### config.mk
export PLATFORM = sky130hd
export DESIGN_NAME = cdr_loop_filter
export DESIGN_NICKNAME = d
export VERILOG_FILES = /design/src/rtl/cdr_loop_filter.sv
export SDC_FILE = /design/constraint.sdc
export NUM_CORES = 1
export LEC_CHECK = 0
export BUFFER_PORTS_ARGS = -buffer_cell sky130_fd_sc_hd__buf_4
export CAP_MARGIN = 10
export CORE_ASPECT_RATIO = 0.8
export CORE_MARGIN = 5
export CORE_UTILIZATION = 45
export DETAILED_ROUTE_END_ITERATION = 10
export PLACE_DENSITY = 0.63
export SYNTH_ARGS = -nofsm -noshare
export SYNTH_HDL_FRONTEND = slang
export SYNTH_SLANG_ARGS = --single-unit
### constraint.sdc
create_clock -name clk -period 7 [get_ports clk]
set_input_delay 0 -clock clk [delete_from_list [all_inputs] [get_ports clk]]
set_output_delay 0 -clock clk [all_outputs]
set_load 0.005 [all_outputs]
### src/rtl/cdr_loop_filter.sv
// Second-order (proportional + integral) bang-bang CDR loop filter driving a wrapping
// phase-interpolator code. Early/late decisions are majority-voted over a fixed window.
module cdr_loop_filter #(
  parameter int unsigned PI_BITS   = 7,
  parameter int unsigned PI_INIT   = 0,
  parameter int unsigned WIN       = 8,
  parameter int unsigned KP        = 1,
  parameter int unsigned KI_SHIFT  = 4,
  parameter int unsigned FREQ_BITS = 10
) (
  input  logic                 clk,
  input  logic                 rst_n,
  input  logic                 en,
  input  logic                 clr,
  input  logic                 dec_valid,
  input  logic [1:0]           decision,
  output logic [PI_BITS-1:0]   pi_code,
  output logic                 pi_update,
  output logic [FREQ_BITS-1:0] freq_acc
);

  localparam int unsigned CW = $clog2(WIN);
  localparam int unsigned VW = CW + 2;
  localparam int unsigned SW = ((PI_BITS > FREQ_BITS) ? PI_BITS : FREQ_BITS) + 2;

  localparam logic signed [SW-1:0]        KP_S = SW'(KP);
  // Symmetric saturation limits, one bit wider than the integrator.
  localparam logic signed [FREQ_BITS:0]   FMAX = {2'b00, {(FREQ_BITS - 1){1'b1}}};
  localparam logic signed [FREQ_BITS:0]   FMIN = {2'b11, {(FREQ_BITS - 2){1'b0}}, 1'b1};

  logic                        accept;
  logic                        close;
  logic [CW-1:0]               cnt_q, cnt_d;
  logic signed [VW-1:0]        vsum_q, vsum_d, vsum_new, vinc;
  logic signed [1:0]           vote;
  logic signed [FREQ_BITS-1:0] freq_q, freq_d, freq_new;
  logic signed [FREQ_BITS:0]   freq_sum;
  logic signed [SW-1:0]        kp_term, freq_ext, step, step_q, step_d;
  logic                        valid_q, valid_d;
  logic [PI_BITS-1:0]          pi_q, pi_d;
  logic                        upd_q, upd_d;
  logic                        unused_step_msbs;

  // Window vote, integrator and step for the decision presented this cycle.
  always_comb begin
    accept = en & dec_valid & ~clr;
    close  = accept && (cnt_q == CW'(WIN - 1));

    vinc = '0;
    if (decision == 2'b01) begin
      vinc = VW'(1);
    end else if (decision == 2'b10) begin
      vinc = '1;
    end
    vsum_new = vsum_q + vinc;

    if (vsum_new[VW-1]) begin
      vote = 2'b11;
    end else if (vsum_new != '0) begin
      vote = 2'b01;
    end else begin
      vote = 2'b00;
    end

    freq_sum = {freq_q[FREQ_BITS-1], freq_q} + {{(FREQ_BITS - 1){vote[1]}}, vote};
    if (freq_sum > FMAX) begin
      freq_new = FMAX[FREQ_BITS-1:0];
    end else if (freq_sum < FMIN) begin
      freq_new = FMIN[FREQ_BITS-1:0];
    end else begin
      freq_new = freq_sum[FREQ_BITS-1:0];
    end

    freq_ext = {{(SW - FREQ_BITS){freq_new[FREQ_BITS-1]}}, freq_new};
    kp_term  = '0;
    if (vote == 2'b01) begin
      kp_term = KP_S;
    end else if (vote == 2'b11) begin
      kp_term = -KP_S;
    end
    step = kp_term + (freq_ext >>> KI_SHIFT);
  end

  always_comb begin
    cnt_d   = cnt_q;
    vsum_d  = vsum_q;
    freq_d  = freq_q;
    step_d  = step_q;
    valid_d = 1'b0;
    pi_d    = pi_q;
    upd_d   = 1'b0;

    // Second pipeline stage; clr cancels an update still in flight.
    if (valid_q && !clr) begin
      pi_d  = pi_q + step_q[PI_BITS-1:0];
      upd_d = 1'b1;
    end

    if (clr) begin
      cnt_d  = '0;
      vsum_d = '0;
      freq_d = '0;
    end else if (accept) begin
      if (close) begin
        cnt_d   = '0;
        vsum_d  = '0;
        freq_d  = freq_new;
        step_d  = step;
        valid_d = 1'b1;
      end else begin
        cnt_d  = cnt_q + CW'(1);
        vsum_d = vsum_new;
      end
    end
  end

  always_ff @(posedge clk or negedge rst_n) begin
    if (!rst_n) begin
      cnt_q   <= '0;
      vsum_q  <= '0;
      freq_q  <= '0;
      step_q  <= '0;
      valid_q <= 1'b0;
      pi_q    <= PI_BITS'(PI_INIT);
      upd_q   <= 1'b0;
    end else begin
      cnt_q   <= cnt_d;
      vsum_q  <= vsum_d;
      freq_q  <= freq_d;
      step_q  <= step_d;
      valid_q <= valid_d;
      pi_q    <= pi_d;
      upd_q   <= upd_d;
    end
  end

  // Only the low PI_BITS of the step matter modulo the code range.
  assign unused_step_msbs = ^step_q[SW-1:PI_BITS];

  assign pi_code   = pi_q;
  assign pi_update = upd_q;
  assign freq_acc  = freq_q;

endmodule

# Yosys cells after proc, flatten, opt, wreduce, memory -nomap -nowiden
# Index checks and enable logic that the tools add are counted.
dict set report word_totals {
  output_inout_bits 18
  word_cells 51
  register_bits 34
  inputBits 7
}
dict set report classes {
  eq_ne 5
  n_mux 21
  order_cmp 2
  bitwise 3
  n_reduce_logical 8
  addsub 5
}
# cell count
set ops {}
lappend ops {{$mux 10} 5}
lappend ops {{$mux 5} 5}
lappend ops {{$mux 7} 2}
lappend ops {{$add 10x2->11} 1}
lappend ops {{$gt 11x10->1 const B} 1}
lappend ops {{$lt 11x10->1 const B} 1}
lappend ops {{$mux 3} 3}
lappend ops {{$add 7x6->7} 1}
lappend ops {{$add 7x7->7} 1}
lappend ops {{$add 5x5->5} 1}
lappend ops {{$mux 1} 5}
lappend ops {{$reduce_bool 5->1} 1}
lappend ops {{$eq 2x1->1 const B} 2}
lappend ops {{$eq 2x2->1 const B} 2}
lappend ops {{$reduce_bool 2->1} 2}
lappend ops {{$add 3x1->3 const B} 1}
lappend ops {{$eq 3x3->1 const B} 1}
lappend ops {{$reduce_and 3->1} 1}
lappend ops {{$and 1x1->1} 2}
lappend ops {{$logic_and 1x1->1} 2}
lappend ops {{$mux 2} 1}
lappend ops {{$reduce_and 2->1} 1}
lappend ops {{$logic_not 1->1} 1}
lappend ops {{$not 1->1} 1}

# Longest topological paths before layout
dict set report depth {
  word_depth 14
  mapped_depth 29
  mapped_depth_nobuf 29
}

# Worst setup path after synthesis
# OpenSTA, ideal clock, no wires.
dict set report synth_path {
  kind {register to register}
  startpoint {register vsum_q[1]}
  endpoint {register step_q[5]}
  t_required_ns 6.868
  t_arrival_ns 5.276
  setup_time_ns 0.132
  period_less_slack_ns 5.408
  path_buffers 1
  path_stages_with_launch 24
  path_slack_ns 1.592
  path_cell_list {dfrtp_1 > clkbuf_1 > xor2_1 > ha_1 > o21ai_0 > a21oi_1 > a21o_1 > xnor2_1 > inv_1 > nand2_1 > ha_1 > fa_1 > a211o_1 > a221o_1 > o311a_1 > o31a_4 > maj3_2 > ha_1 > a21o_1 > a21o_1 > a21o_1 > a21oi_1 > xor2_1 > o21ai_0}
}
dict set report synth_via {
  elab_chain_cells 9
  elab_cells_between_ends 14
  cone_classes {add/sub (3); order compare (2); eq/ne (2); mux (6); reduce/logical (1)}
}
# item line
set synth_rtl {}
lappend synth_rtl {{start, declared} 34} ;# logic signed [VW-1:0] vsum_q, vsum_d, vsum_new, vinc;
lappend synth_rtl {{start signal, assigned} 128} ;# vsum_q <= vsum_d;
lappend synth_rtl {{$add 5x5->5 *} 55} ;# vsum_new = vsum_q + vinc;
lappend synth_rtl {{$reduce_bool 5->1} 59} ;# end else if (vsum_new != '0) begin
lappend synth_rtl {{$mux 1} 59}
lappend synth_rtl {{$mux 2 *} 57} ;# if (vsum_new[VW-1]) begin
lappend synth_rtl {{$add 10x2->11} 65} ;# freq_sum = {freq_q[FREQ_BITS-1], freq_q} + {{(FREQ_BITS - 1){vote[1]}}, vote};
lappend synth_rtl {{$lt 11x10->1} 68} ;# end else if (freq_sum < FMIN) begin
lappend synth_rtl {{$mux 10} 68}
lappend synth_rtl {{$mux 10} 66} ;# if (freq_sum > FMAX) begin
lappend synth_rtl {{$add 7x6->7 *} 81} ;# step = kp_term + (freq_ext >>> KI_SHIFT);
lappend synth_rtl {{end signal, assigned} 130} ;# step_q <= step_d;
lappend synth_rtl {{end, declared} 38} ;# logic signed [SW-1:0] kp_term, freq_ext, step, step_q, step_d;
# Every way passes the cells marked *; elsewhere a longest branch is shown, timed or not.
# A chain may end at the register's enable or synchronous reset.

# Final worst setup path
# Ends and elaborated chain as after synthesis.

==> results.tsv <==
metric	value	unit
r2r-start	vsum_q[1]	
reg2reg_depth	22	
worst_hold_path_type	in -> async	
syn_nets	298	
crit_buf_inv	1	
first_iter_violations	89	
outcome	complete, no violations	
worstMarginPinSlew	1.01	ns
routed_wl	5140	um
fillers	502	
syn2layout_area_growth	15.3	%
path_class	reg -> reg	
die_y	76.6	um
cts_buffer_depth	2	
grt_first_pass_wirelength	8960	um
numCtsBuffers	5	
cts_resized	0	
synth_area	2500	sq um
ys_async_sr_fraction	1.00	
place_hpwl	3800	um
grt_max_degree	35	
ys_seq_area_frac	0.341	
synth.distinct_cells	47	
yosys-top-cells-area	dfrtp_1 (34%), ha_1 (15%), xor2_1 (4.2%), nand2_1 (4.1%), xnor2_1 (3.5%)	
relSlewSlack	0.322	
cts_hold_buf	4	
die_area	7150	sq um
layout_commonest_cell	dfrtp_1	
cts_tree	yes	
yosys.area.top_type	dfrtp_1	
drc	0	
row_count	24	
required	7.16	ns
synth_top_area_share	0.341	
gp_congestion	0.790	
grt_pass1_vias	1870	
startpoint_type	flop	
powerDensity	162	nW/um^2
portBuffers	24	
cp.arrival	5.66	ns
drive_above_1_share	0.156	
cp_slowest_stage_delay	0.46	ns
initial_core_util	0.462	
endpoint_kind	flop	
clock_latency	0.29	ns
path_cells	xor2_1 -> ha_1 -> o21ai_0 -> a21oi_1 -> a21o_1 -> xnor2_1 -> inv_1 -> nand2_1 -> ha_1 -> fa_1 -> a211o_1 -> a221o_1 -> o311a_1 -> o31a_4 -> maj3_2 -> ha_1 -> a21o_1 -> a21o_1 -> a21o_1 -> a21oi_1 -> xor2_1 -> o21ai_0	
insertedDiodeCount	0	
ioPinCount	25	
crit_path_frequent_cell	a21o_1	
path_max_fanout	7	
rrSetupSlack	1.50	ns
period_needed	5.50	ns
rsz0062_at_grt	false	
r2r-end	step_q[5]	
post-route-period-util	0.786	
synth-seq-cells	34	
avgRoutedWirePerCell	14.5	um
crit_family	compound AO/OA/AOI/OAI gates	
vias	1924	
setup_violations	0	
max_freq	182	MHz
grtUsageTotal	0.155	
syn_area_per_cell	9.64	sq um
synth_cells	259	
synth-edff-count	0	
htree_levels	2	
ant_nets	0	
cts_setup_buffers	0	
grt-ovfl-total	0	
clkSlewWorstSetupHoldPaths	0.07	ns
fin_tns_setup	0	ns
core_area	5410	sq um
cts.sinks	34	
slowest_stage	dfrtp_1	
mostFrequentLayoutCells	dfrtp_1 (34), ha_1 (29), nand2_1 (27)	
yosys_warnings	0	
final_core_util	0.532	
p_leak	1.52	nW
clockRootBuffer	clkbuf_8	
synth_flop_cell	dfrtp_1	
fin_nets	327	
peakVddDrop	71.7	uV
drv_slew	0	
fin_skew	0.00385	ns
antenna_found_initial	0	
die_x	93.3	um
finalHoldViolCount	0	
drv_cap	0	
via_per_inst	5.44	
first_pass_iters	4	
## report_power, final
part / switching [W] / internal [W]
registers: 0.00000193 / 0.000198
clock network: 0.0000768 / 0.0000791
logic: 0.0000618 / 0.0000481
## final cells by class
type                    count  area [sq um]  area share
clock inverters             2          12.5     0.00435
flip-flops and latches     34           851       0.296
clock buffers               6          82.6      0.0287
well taps                  65          81.3      0.0283
repair buffers             30           235      0.0817
multi-input cells         202          1550       0.540
inverters                  15          61.3      0.0213
## state kept, by name, summed over array words and instances (netlist names)
| name | flops |
|---|---|
| freq_acc | 10 |
| pi_code | 7 |
| step_q | 7 |
| vsum_q | 5 |
| cnt_q | 3 |
| pi_update | 1 |
| valid_q | 1 |
## layer usage
metal,vias to the layer above,share of wire,track usage
met2,43,0.42,0.224
li1,992,-,-
met4,0,0.013,0.0439
met5,-,0,0
met1,884,0.52,0.223
met3,5,0.046,0.0454
## worst max-delay path by stage
stage	startpoint	end	slack [ns]	cells after the start
global placement	decision[0]	step_q[5]	1.26	25
finish	vsum_q[1]	step_q[5]	1.50	22
detailed placement	decision[0]	step_q[5]	1.18	26
floorplan	vsum_q[1]	step_q[5]	1.59	23
global route	vsum_q[1]	step_q[5]	1.19	22
CTS	vsum_q[1]	step_q[5]	1.18	22
## per-stage QoR
step | worst slack, ns | instance area, sq um | total power (W) | instances | hold slack [ns]
after floorplan | 1.59 | 2500 | 0.000286 | 259 | -0.296
after global placement | 1.26 | 2740 | 0.000312 | 341 | -0.00755
after detailed placement | 1.18 | 2740 | 0.000312 | 341 | -0.00631
after CTS | 1.18 | 2870 | 0.000472 | 353 | 0.217
after global routing | 1.19 | 2880 | 0.000497 | 354 | 0.238
final | 1.50 | 2880 | 0.000466 | 354 | 0.199
## cell families (layout without fill, tap and decap cells)
group                      Yosys count  after routing  synth area share
buffers and inverters               23             53            0.0366
DFF                                 34             34             0.341
adders and majority gates           37             37             0.190
xor gates and xnor gates            23             23            0.0837
muxes                                1              1           0.00451
AOI/OAI and AO/OA                   72             72             0.209
and+or+nand+nor                     69             69             0.135
## worst reg2reg max path: cells and delay by family, from the launching register on
family / cells / cell delay [ns]
buffers and inverters: 1 / 0.14
DFF: 1 / 0.46
AOI/OAI and AO/OA: 12 / 2.63
and+or+nand+nor: 1 / 0.08
xor gates and xnor gates: 3 / 0.52
adders and majority gates: 5 / 1.53
## cell usage after synthesis (all sizes together) (2+ instances only)
cell / number
a211oi: 3
a21o: 8
a21oi: 14
a221o: 8
a22oi: 4
a31oi: 3
clkbuf: 8
dfrtp: 34
fa: 3
ha: 29
inv: 14
maj3: 5
nand2: 27
nand2b: 5
nand3: 5
nor2: 16
nor2b: 3
nor3: 2
nor3b: 4
nor4: 2
o21a: 3
o21ai: 19
xnor2: 11
xor2: 12
Note: power is estimated with default switching activity, not from simulation.
